### src/rtl/mem_port_arbiter_if.sv
// Pipeline-side fetch/data ports and shared-memory port of mem_port_arbiter.
// slave is the arbiter's view; master is the view of the pipeline and memory around it.
interface mem_port_arbiter_if #(
  parameter int AW = 32,
  parameter int DW = 32
);
  logic          if_req;
  logic [AW-1:0] if_addr;
  logic [DW-1:0] if_rdata;
  logic          if_valid;

  logic          dm_req;
  logic          dm_we;
  logic [AW-1:0] dm_addr;
  logic [DW-1:0] dm_wdata;
  logic [3:0]    dm_be;
  logic [DW-1:0] dm_rdata;
  logic          dm_valid;

  logic          mem_req;
  logic          mem_we;
  logic [AW-1:0] mem_addr;
  logic [DW-1:0] mem_wdata;
  logic [3:0]    mem_be;
  logic [DW-1:0] mem_rdata;
  logic          mem_ready;

  logic          stall_mem;
  logic          stall_fetch;
  logic          bus_err;

  modport slave (
    input  if_req, if_addr, dm_req, dm_we, dm_addr, dm_wdata, dm_be, mem_rdata, mem_ready,
    output if_rdata, if_valid, dm_rdata, dm_valid, mem_req, mem_we, mem_addr, mem_wdata,
           mem_be, stall_mem, stall_fetch, bus_err
  );

  modport master (
    output if_req, if_addr, dm_req, dm_we, dm_addr, dm_wdata, dm_be, mem_rdata, mem_ready,
    input  if_rdata, if_valid, dm_rdata, dm_valid, mem_req, mem_we, mem_addr, mem_wdata,
           mem_be, stall_mem, stall_fetch, bus_err
  );
endinterface

### src/rtl/mem_port_arbiter.sv
// Shares one single-port memory between fetch and data ports; data always wins.
// Optional per-access timeout is built only when MEM_ARB_TIMEOUT_EN is defined.
module mem_port_arbiter #(
  parameter int AW             = 32,
  parameter int DW             = 32,
  parameter int TIMEOUT_CYCLES = 255
) (
  input  logic              clk,
  input  logic              reset,
  mem_port_arbiter_if.slave bus
);

  typedef enum logic [1:0] {
    IDLE  = 2'd0,
    D_ACC = 2'd1,
    I_ACC = 2'd2
  } state_t;

  state_t        state_r;
  state_t        next_state_s;

  logic          mem_req_r;
  logic          mem_we_r;
  logic [AW-1:0] mem_addr_r;
  logic [DW-1:0] mem_wdata_r;
  logic [3:0]    mem_be_r;
  logic [DW-1:0] if_rdata_r;
  logic [DW-1:0] dm_rdata_r;
  logic          if_valid_r;
  logic          dm_valid_r;

  logic          access_s;
  logic          timeout_s;
  logic          done_s;
  logic          d_done_s;
  logic          i_done_s;
  logic          grant_eval_s;
  logic          dm_cand_s;
  logic          if_cand_s;
  logic          stall_mem_s;
  logic          stall_fetch_s;

  assign access_s = (state_r == D_ACC) || (state_r == I_ACC);

  // Completion and grant qualifiers; a requester finishing now cannot be re-granted this edge
  always_comb begin
    done_s       = access_s && (bus.mem_ready || timeout_s);
    d_done_s     = done_s && (state_r == D_ACC);
    i_done_s     = done_s && (state_r == I_ACC);
    grant_eval_s = (state_r == IDLE) || done_s;
    dm_cand_s    = bus.dm_req && !d_done_s;
    if_cand_s    = bus.if_req && !i_done_s;
  end

  // Next-state: arbitrate in IDLE or on completion, otherwise hold the access in flight
  always_comb begin
    next_state_s = state_r;
    if (grant_eval_s) begin
      if (dm_cand_s) begin
        next_state_s = D_ACC;
      end else if (if_cand_s) begin
        next_state_s = I_ACC;
      end else begin
        next_state_s = IDLE;
      end
    end else begin
      next_state_s = state_r;
    end
  end

  // State register
  always_ff @(posedge clk or posedge reset) begin
    if (reset) begin
      state_r <= IDLE;
    end else begin
      state_r <= next_state_s;
    end
  end

  // Memory request launch, response capture and valid pulses
  always_ff @(posedge clk or posedge reset) begin
    if (reset) begin
      mem_req_r   <= 1'b0;
      mem_we_r    <= 1'b0;
      mem_addr_r  <= {AW{1'b0}};
      mem_wdata_r <= {DW{1'b0}};
      mem_be_r    <= 4'h0;
      if_rdata_r  <= {DW{1'b0}};
      dm_rdata_r  <= {DW{1'b0}};
      if_valid_r  <= 1'b0;
      dm_valid_r  <= 1'b0;
    end else begin
      if_valid_r <= i_done_s;
      dm_valid_r <= d_done_s;

      if (i_done_s) begin
        if_rdata_r <= timeout_s ? {DW{1'b0}} : bus.mem_rdata;
      end

      // Stores leave dm_rdata untouched; a timed-out access returns zero
      if (d_done_s && timeout_s) begin
        dm_rdata_r <= {DW{1'b0}};
      end else if (d_done_s && !mem_we_r) begin
        dm_rdata_r <= bus.mem_rdata;
      end

      if (grant_eval_s) begin
        case (next_state_s)
          D_ACC: begin
            mem_req_r   <= 1'b1;
            mem_we_r    <= bus.dm_we;
            mem_addr_r  <= bus.dm_addr;
            mem_wdata_r <= bus.dm_wdata;
            mem_be_r    <= bus.dm_be;
          end
          I_ACC: begin
            mem_req_r  <= 1'b1;
            mem_we_r   <= 1'b0;
            mem_addr_r <= bus.if_addr;
            mem_be_r   <= 4'hF;
          end
          default: begin
            mem_req_r <= 1'b0;
            mem_we_r  <= 1'b0;
          end
        endcase
      end
    end
  end

`ifdef MEM_ARB_TIMEOUT_EN
  localparam int CW = ($clog2(TIMEOUT_CYCLES + 1) > 8) ? $clog2(TIMEOUT_CYCLES + 1) : 8;
  localparam logic [CW-1:0] CNT_ONE   = {{(CW-1){1'b0}}, 1'b1};
  localparam logic [CW-1:0] CNT_LIMIT = CW'(TIMEOUT_CYCLES);

  logic [CW-1:0] wait_cnt_r;
  logic          bus_err_r;

  // Give up on the low-ready cycle that brings the wait count to the limit
  always_comb begin
    timeout_s = access_s && !bus.mem_ready && ((wait_cnt_r + CNT_ONE) == CNT_LIMIT);
  end

  // Wait counter: cleared whenever a new grant is evaluated, counts low-ready cycles
  always_ff @(posedge clk or posedge reset) begin
    if (reset) begin
      wait_cnt_r <= {CW{1'b0}};
      bus_err_r  <= 1'b0;
    end else begin
      bus_err_r <= timeout_s;
      if (grant_eval_s) begin
        wait_cnt_r <= {CW{1'b0}};
      end else if (!bus.mem_ready) begin
        wait_cnt_r <= wait_cnt_r + CNT_ONE;
      end else begin
        wait_cnt_r <= wait_cnt_r;
      end
    end
  end

  assign bus.bus_err = bus_err_r;
`else
  assign timeout_s   = 1'b0;
  assign bus.bus_err = 1'b0;
`endif

  // Data stall freezes F/D/E/M; fetch stall only matters when data is not stalling
  always_comb begin
    stall_mem_s   = bus.dm_req && !dm_valid_r;
    stall_fetch_s = bus.if_req && !if_valid_r && !stall_mem_s;
  end

  assign bus.mem_req     = mem_req_r;
  assign bus.mem_we      = mem_we_r;
  assign bus.mem_addr    = mem_addr_r;
  assign bus.mem_wdata   = mem_wdata_r;
  assign bus.mem_be      = mem_be_r;
  assign bus.if_rdata    = if_rdata_r;
  assign bus.if_valid    = if_valid_r;
  assign bus.dm_rdata    = dm_rdata_r;
  assign bus.dm_valid    = dm_valid_r;
  assign bus.stall_mem   = stall_mem_s;
  assign bus.stall_fetch = stall_fetch_s;

endmodule

### src/flat_wrapper.sv
// flat-port wrapper written by rule: the top's interface ports become plain ports
module mem_port_arbiter_flat 
#(
  parameter int AW             = 32,
  parameter int DW             = 32,
  parameter int TIMEOUT_CYCLES = 255
)
  (clk, reset, bus_if_req, bus_if_addr, bus_dm_req, bus_dm_we, bus_dm_addr, bus_dm_wdata, bus_dm_be, bus_mem_rdata, bus_mem_ready, bus_if_rdata, bus_if_valid, bus_dm_rdata, bus_dm_valid, bus_mem_req, bus_mem_we, bus_mem_addr, bus_mem_wdata, bus_mem_be, bus_stall_mem, bus_stall_fetch, bus_bus_err);
  mem_port_arbiter_if #(.AW(AW), .DW(DW)) bus_i ();
  input  logic clk;
  input  logic reset;
  input wire logic [$bits(bus_i.if_req)-1:0] bus_if_req;
  input wire logic [$bits(bus_i.if_addr)-1:0] bus_if_addr;
  input wire logic [$bits(bus_i.dm_req)-1:0] bus_dm_req;
  input wire logic [$bits(bus_i.dm_we)-1:0] bus_dm_we;
  input wire logic [$bits(bus_i.dm_addr)-1:0] bus_dm_addr;
  input wire logic [$bits(bus_i.dm_wdata)-1:0] bus_dm_wdata;
  input wire logic [$bits(bus_i.dm_be)-1:0] bus_dm_be;
  input wire logic [$bits(bus_i.mem_rdata)-1:0] bus_mem_rdata;
  input wire logic [$bits(bus_i.mem_ready)-1:0] bus_mem_ready;
  output wire logic [$bits(bus_i.if_rdata)-1:0] bus_if_rdata;
  output wire logic [$bits(bus_i.if_valid)-1:0] bus_if_valid;
  output wire logic [$bits(bus_i.dm_rdata)-1:0] bus_dm_rdata;
  output wire logic [$bits(bus_i.dm_valid)-1:0] bus_dm_valid;
  output wire logic [$bits(bus_i.mem_req)-1:0] bus_mem_req;
  output wire logic [$bits(bus_i.mem_we)-1:0] bus_mem_we;
  output wire logic [$bits(bus_i.mem_addr)-1:0] bus_mem_addr;
  output wire logic [$bits(bus_i.mem_wdata)-1:0] bus_mem_wdata;
  output wire logic [$bits(bus_i.mem_be)-1:0] bus_mem_be;
  output wire logic [$bits(bus_i.stall_mem)-1:0] bus_stall_mem;
  output wire logic [$bits(bus_i.stall_fetch)-1:0] bus_stall_fetch;
  output wire logic [$bits(bus_i.bus_err)-1:0] bus_bus_err;
  assign bus_i.if_req = bus_if_req;
  assign bus_i.if_addr = bus_if_addr;
  assign bus_i.dm_req = bus_dm_req;
  assign bus_i.dm_we = bus_dm_we;
  assign bus_i.dm_addr = bus_dm_addr;
  assign bus_i.dm_wdata = bus_dm_wdata;
  assign bus_i.dm_be = bus_dm_be;
  assign bus_i.mem_rdata = bus_mem_rdata;
  assign bus_i.mem_ready = bus_mem_ready;
  assign bus_if_rdata = bus_i.if_rdata;
  assign bus_if_valid = bus_i.if_valid;
  assign bus_dm_rdata = bus_i.dm_rdata;
  assign bus_dm_valid = bus_i.dm_valid;
  assign bus_mem_req = bus_i.mem_req;
  assign bus_mem_we = bus_i.mem_we;
  assign bus_mem_addr = bus_i.mem_addr;
  assign bus_mem_wdata = bus_i.mem_wdata;
  assign bus_mem_be = bus_i.mem_be;
  assign bus_stall_mem = bus_i.stall_mem;
  assign bus_stall_fetch = bus_i.stall_fetch;
  assign bus_bus_err = bus_i.bus_err;
  mem_port_arbiter #(.AW(AW), .DW(DW), .TIMEOUT_CYCLES(TIMEOUT_CYCLES)) u_core (.clk(clk), .reset(reset), .bus(bus_i));
endmodule
### config.mk
export PLATFORM = sky130hd
export DESIGN_NAME = mem_port_arbiter_flat
export DESIGN_NICKNAME = d
export VERILOG_FILES = /design/src/rtl/mem_port_arbiter_if.sv /design/src/rtl/mem_port_arbiter.sv /design/src/flat_wrapper.sv
export SDC_FILE = /design/constraint.sdc
export NUM_CORES = 1
export LEC_CHECK = 0
export ABC_AREA = 1
export BUFFER_PORTS_ARGS = -buffer_cell sky130_fd_sc_hd__buf_4
export CAP_MARGIN = 20
export CORE_ASPECT_RATIO = 2
export CORE_MARGIN = 10
export CORE_UTILIZATION = 37
export CTS_CLUSTER_DIAMETER = 200
export DETAILED_ROUTE_END_ITERATION = 8
export PLACE_DENSITY = 0.7
export RECOVER_POWER = 100
export SYNTH_ARGS = -nofsm -noshare
export SYNTH_HDL_FRONTEND = slang
export SYNTH_SLANG_ARGS = --single-unit
### constraint.sdc
create_clock -name clk -period 3.83 [get_ports clk]
set_clock_uncertainty 0.1 [all_clocks]
set_input_delay 0.1915 -clock clk [delete_from_list [all_inputs] [get_ports clk]]
set_output_delay 0.1915 -clock clk [all_outputs]
set_load 0.1 [all_outputs]
==> results_dict.tcl <==
set metrics [dict create \
    clkLatencyLatePin_ps 400 \
    die_h_microns 198 \
    place_congestion 0.807 \
    cts_tree "done" \
    path_class "flop to flop" \
    cts.path.max_buffers 2 \
    track_usage_pct 19.0 \
    worst_slew_pin_slew_ps 1860 \
    dpl.hpwl_mm 14.5 \
    drive_gt1_share_pct 17.6 \
    grt_max_degree 69 \
    r2r-end "u_core.bus.mem_addr[29]$_DFFE_PP0P_" \
    clockRootBuffer "clkbuf_16" \
    ys_seq_area_share_pct 59.2 \
    first_pass_iters 5 \
    cts_buffers 17 \
    fmax_ghz 0.326 \
    rrSetupSlack_ps 760 \
    final_hold_viol_count 0 \
    synth_compound_gate_area_share_pct 8.84 \
    worstRegToRegCells 13 \
    core_sq_mm 0.0154 \
    num_vias 5678 \
    antenna_found_initial 0 \
    min_path_cells 5 \
    flow.area_growth_from_synthesis_pct 53.4 \
    synth_top_family_by_area "simple AND/OR/NAND/NOR gates" \
    first_global_vias 6002 \
    ios 277 \
    synth_area_sq_mm 0.00583 \
    wl_met3_mm 1.43 \
    whs_ps 19.5 \
    worstHoldStart "bus_if_addr[21]" \
    final_util_pct 58.2 \
    max_slew_margin_pct -24.7 \
    critPathBufInv 3 \
    fin_area_sq_mm 0.00894 \
    clkTransAtPathRegs_ps 60 \
    cts.sink_count 138 \
    grt-ovfl-total 0 \
    rsz0062_at_grt "false" \
    place_area_sq_mm 0.00800 \
    cp_cell_sequence "inv_1 > ha_1 > nand2_1 > nand2_4 > nand2_1 > o21ai_0 > ha_2 > buf_4 > nand2_1 > o21ai_1 > dlygate4sd3_1 > nand3_1 > nand2_1" \
    endpoint_kind "flop" \
    dr_wl_met2_mm 11.1 \
    wire_per_inst_microns 16.5 \
    yosys.area_share.adder_pct 1.07 \
    cap_violations 2 \
    synthMuxAreaShare_pct 0 \
    cts.htree.levels 4 \
    drcViolationCount 0 \
    worstHoldPathType "input port to flop" \
    syn-num-nets 821 \
    ys_seq_elements 138 \
    grt_pass1_wl_mm 32.1 \
    wl_mm 20.3 \
    ys_types 18 \
    cp_top_family "buffers and inverters" \
    vias_per_cell 4.63 \
    crit_path_top_delay_cell "dlygate4sd3_1" \
    final_common_cell "nand2_1" \
    die-area_sq_mm 0.0215 \
    start_util_pct 37.9 \
    syn_inst 678 \
    timing.final.crit_share_pct 80.1 \
    min_to "u_core.bus.mem_addr[21]$_DFFE_PP0P_" \
    start_kind "flop" \
    violations "capacitance limit, slew limit" \
    ant_nets 0 \
    core.rowCount 64 \
    drtIter0Drc 177 \
    nNetsFinal 1160 \
    yosys_warnings 0 \
    period_minus_slack_ps 3070 \
    top_layer_used "met4" \
    synth-simple-area-share_pct 22.1 \
    fillers 1502 \
    critPathArrivalTime_ps 3320 \
    status "complete, but fails checks" \
    cp_common_cell "nand2_1" \
    syn_area_per_cell_sq_um 8.60 \
    reg2reg_from "u_core.state_r[0]$_DFF_PP0_" \
    cp_max_fo 31 \
    chipWidth_microns 109 \
    cp.required_ps 4080 \
    max_stage_delay_ps 560 \
    setup_ws_ps 763 \
    wl_met1_mm 7.20 \
    portBuffers 275 \
    synth_xor_area_share_pct 0 \
    slew_viol_final 105 \
    final-setup-viol-count 0 \
    place_ws_ps 949 \
    final_cell_mix "nand2_1, buf_4, clkbuf_1, dfrtp_1, o21ai_0" \
    postCtsSetupBuffers 0 \
]
[through the flow]
step / setup TNS [ps] / std cells
6_report: 0 / 1227
5_1_grt: 0 / 1226
4_1_cts: 0 / 1226
3_5_place_dp: 0 / 1117
3_3_place_gp: 0 / 1117
2_1_floorplan: -152 / 678
[flip-flops by register name (all words and copies together), names as in the netlist, 2 cells and up]
register / count
u_core.bus.mem_addr: 32
u_core.bus.dm_rdata: 32
u_core.state_r: 2
u_core.bus.mem_wdata: 32
u_core.bus.if_rdata: 32
u_core.bus.mem_be: 4
[cells by family (layout without fill, tap and decap cells)]
kind of cell | after synthesis | after routing
buf+inv | 117 | 467
simple gates | 314 | 314
other cells | 1 | 2
fa+ha+maj | 5 | 5
compound gates | 103 | 103
flops | 138 | 138
[worst max path at each step]
| stage | from | to | slack, ps | depth (start not counted) |
|---|---|---|---|---|
| after CTS | u_core.state_r[0]$_DFF_PP0_ | u_core.bus.mem_addr[29]$_DFFE_PP0P_ | 780 | 13 |
| after global routing | u_core.state_r[0]$_DFF_PP0_ | u_core.bus.mem_addr[29]$_DFFE_PP0P_ | 440 | 13 |
| after floorplan | u_core.bus.dm_valid$_DFF_PP0_ | bus_stall_fetch | -150 | 2 |
| after global placement | u_core.state_r[0]$_DFF_PP0_ | u_core.bus.mem_be[2]$_DFFE_PP0P_ | 1070 | 12 |
| after detailed placement | u_core.state_r[0]$_DFF_PP0_ | u_core.bus.mem_be[1]$_DFFE_PP0P_ | 950 | 11 |
| final | u_core.state_r[0]$_DFF_PP0_ | u_core.bus.mem_addr[29]$_DFFE_PP0P_ | 760 | 13 |
[layer usage]
| metal | track usage [%] | up-vias |
|---|---|---|
| li1 | - | 2792 |
| met5 | 0 | - |
| met1 | 19.1 | 2659 |
| met2 | 34.3 | 192 |
| met3 | 6.50 | 35 |
| met4 | 7.76 | 0 |
[tightest hold or removal path, stage by stage]
cell and delay, ps:
buf_4 80, nand2_1 40, o21ai_0 60, nand3_1 70
nand2_1 60
[synth_stat cells]
| master | n | area, sq um |
|---|---|---|
| buf_2 | 22 | 110 |
| buf_4 | 7 | 52.6 |
| buf_6 | 2 | 22.5 |
| clkbuf_1 | 10 | 37.5 |
| clkbuf_2 | 1 | 5.00 |
| conb_1 | 1 | 3.75 |
| dfrtp_1 | 138 | 3450 |
| ha_1 | 5 | 62.6 |
| inv_1 | 74 | 278 |
| inv_2 | 1 | 3.75 |
| nand2_1 | 234 | 878 |
| nand2_2 | 2 | 12.5 |
| nand2_4 | 2 | 22.5 |
| nand3_1 | 67 | 335 |
| nor2_1 | 8 | 30.0 |
| nor3b_1 | 1 | 7.51 |
| o21ai_0 | 81 | 405 |
| o21ai_1 | 22 | 110 |
[what timing repair did]
action | 4_1_cts | 5_1_grt
endpoints found under the setup margin | 0 | 0
hold buffers | 79 | 0
endpoints found under the hold margin | 147 | 0
gates resized for setup | 0 | 0
[area by class of cell]
cell class              count  area, sq um  share of cell area [%]
diodes                      1         2.50                  0.0280
inverters                  75          283                    3.16
well taps                 198          248                    2.77
repair buffers            362         2400                    26.9
flip-flops and latches    138         3450                    38.6
clock buffers              17          425                    4.76
multi-input cells         423         1870                    20.9
clock inverters            13          263                    2.94
Power is left out: the tool's default activity adds up to more than one toggle a clock period on the data nets, which glitch-free logic cannot reach.
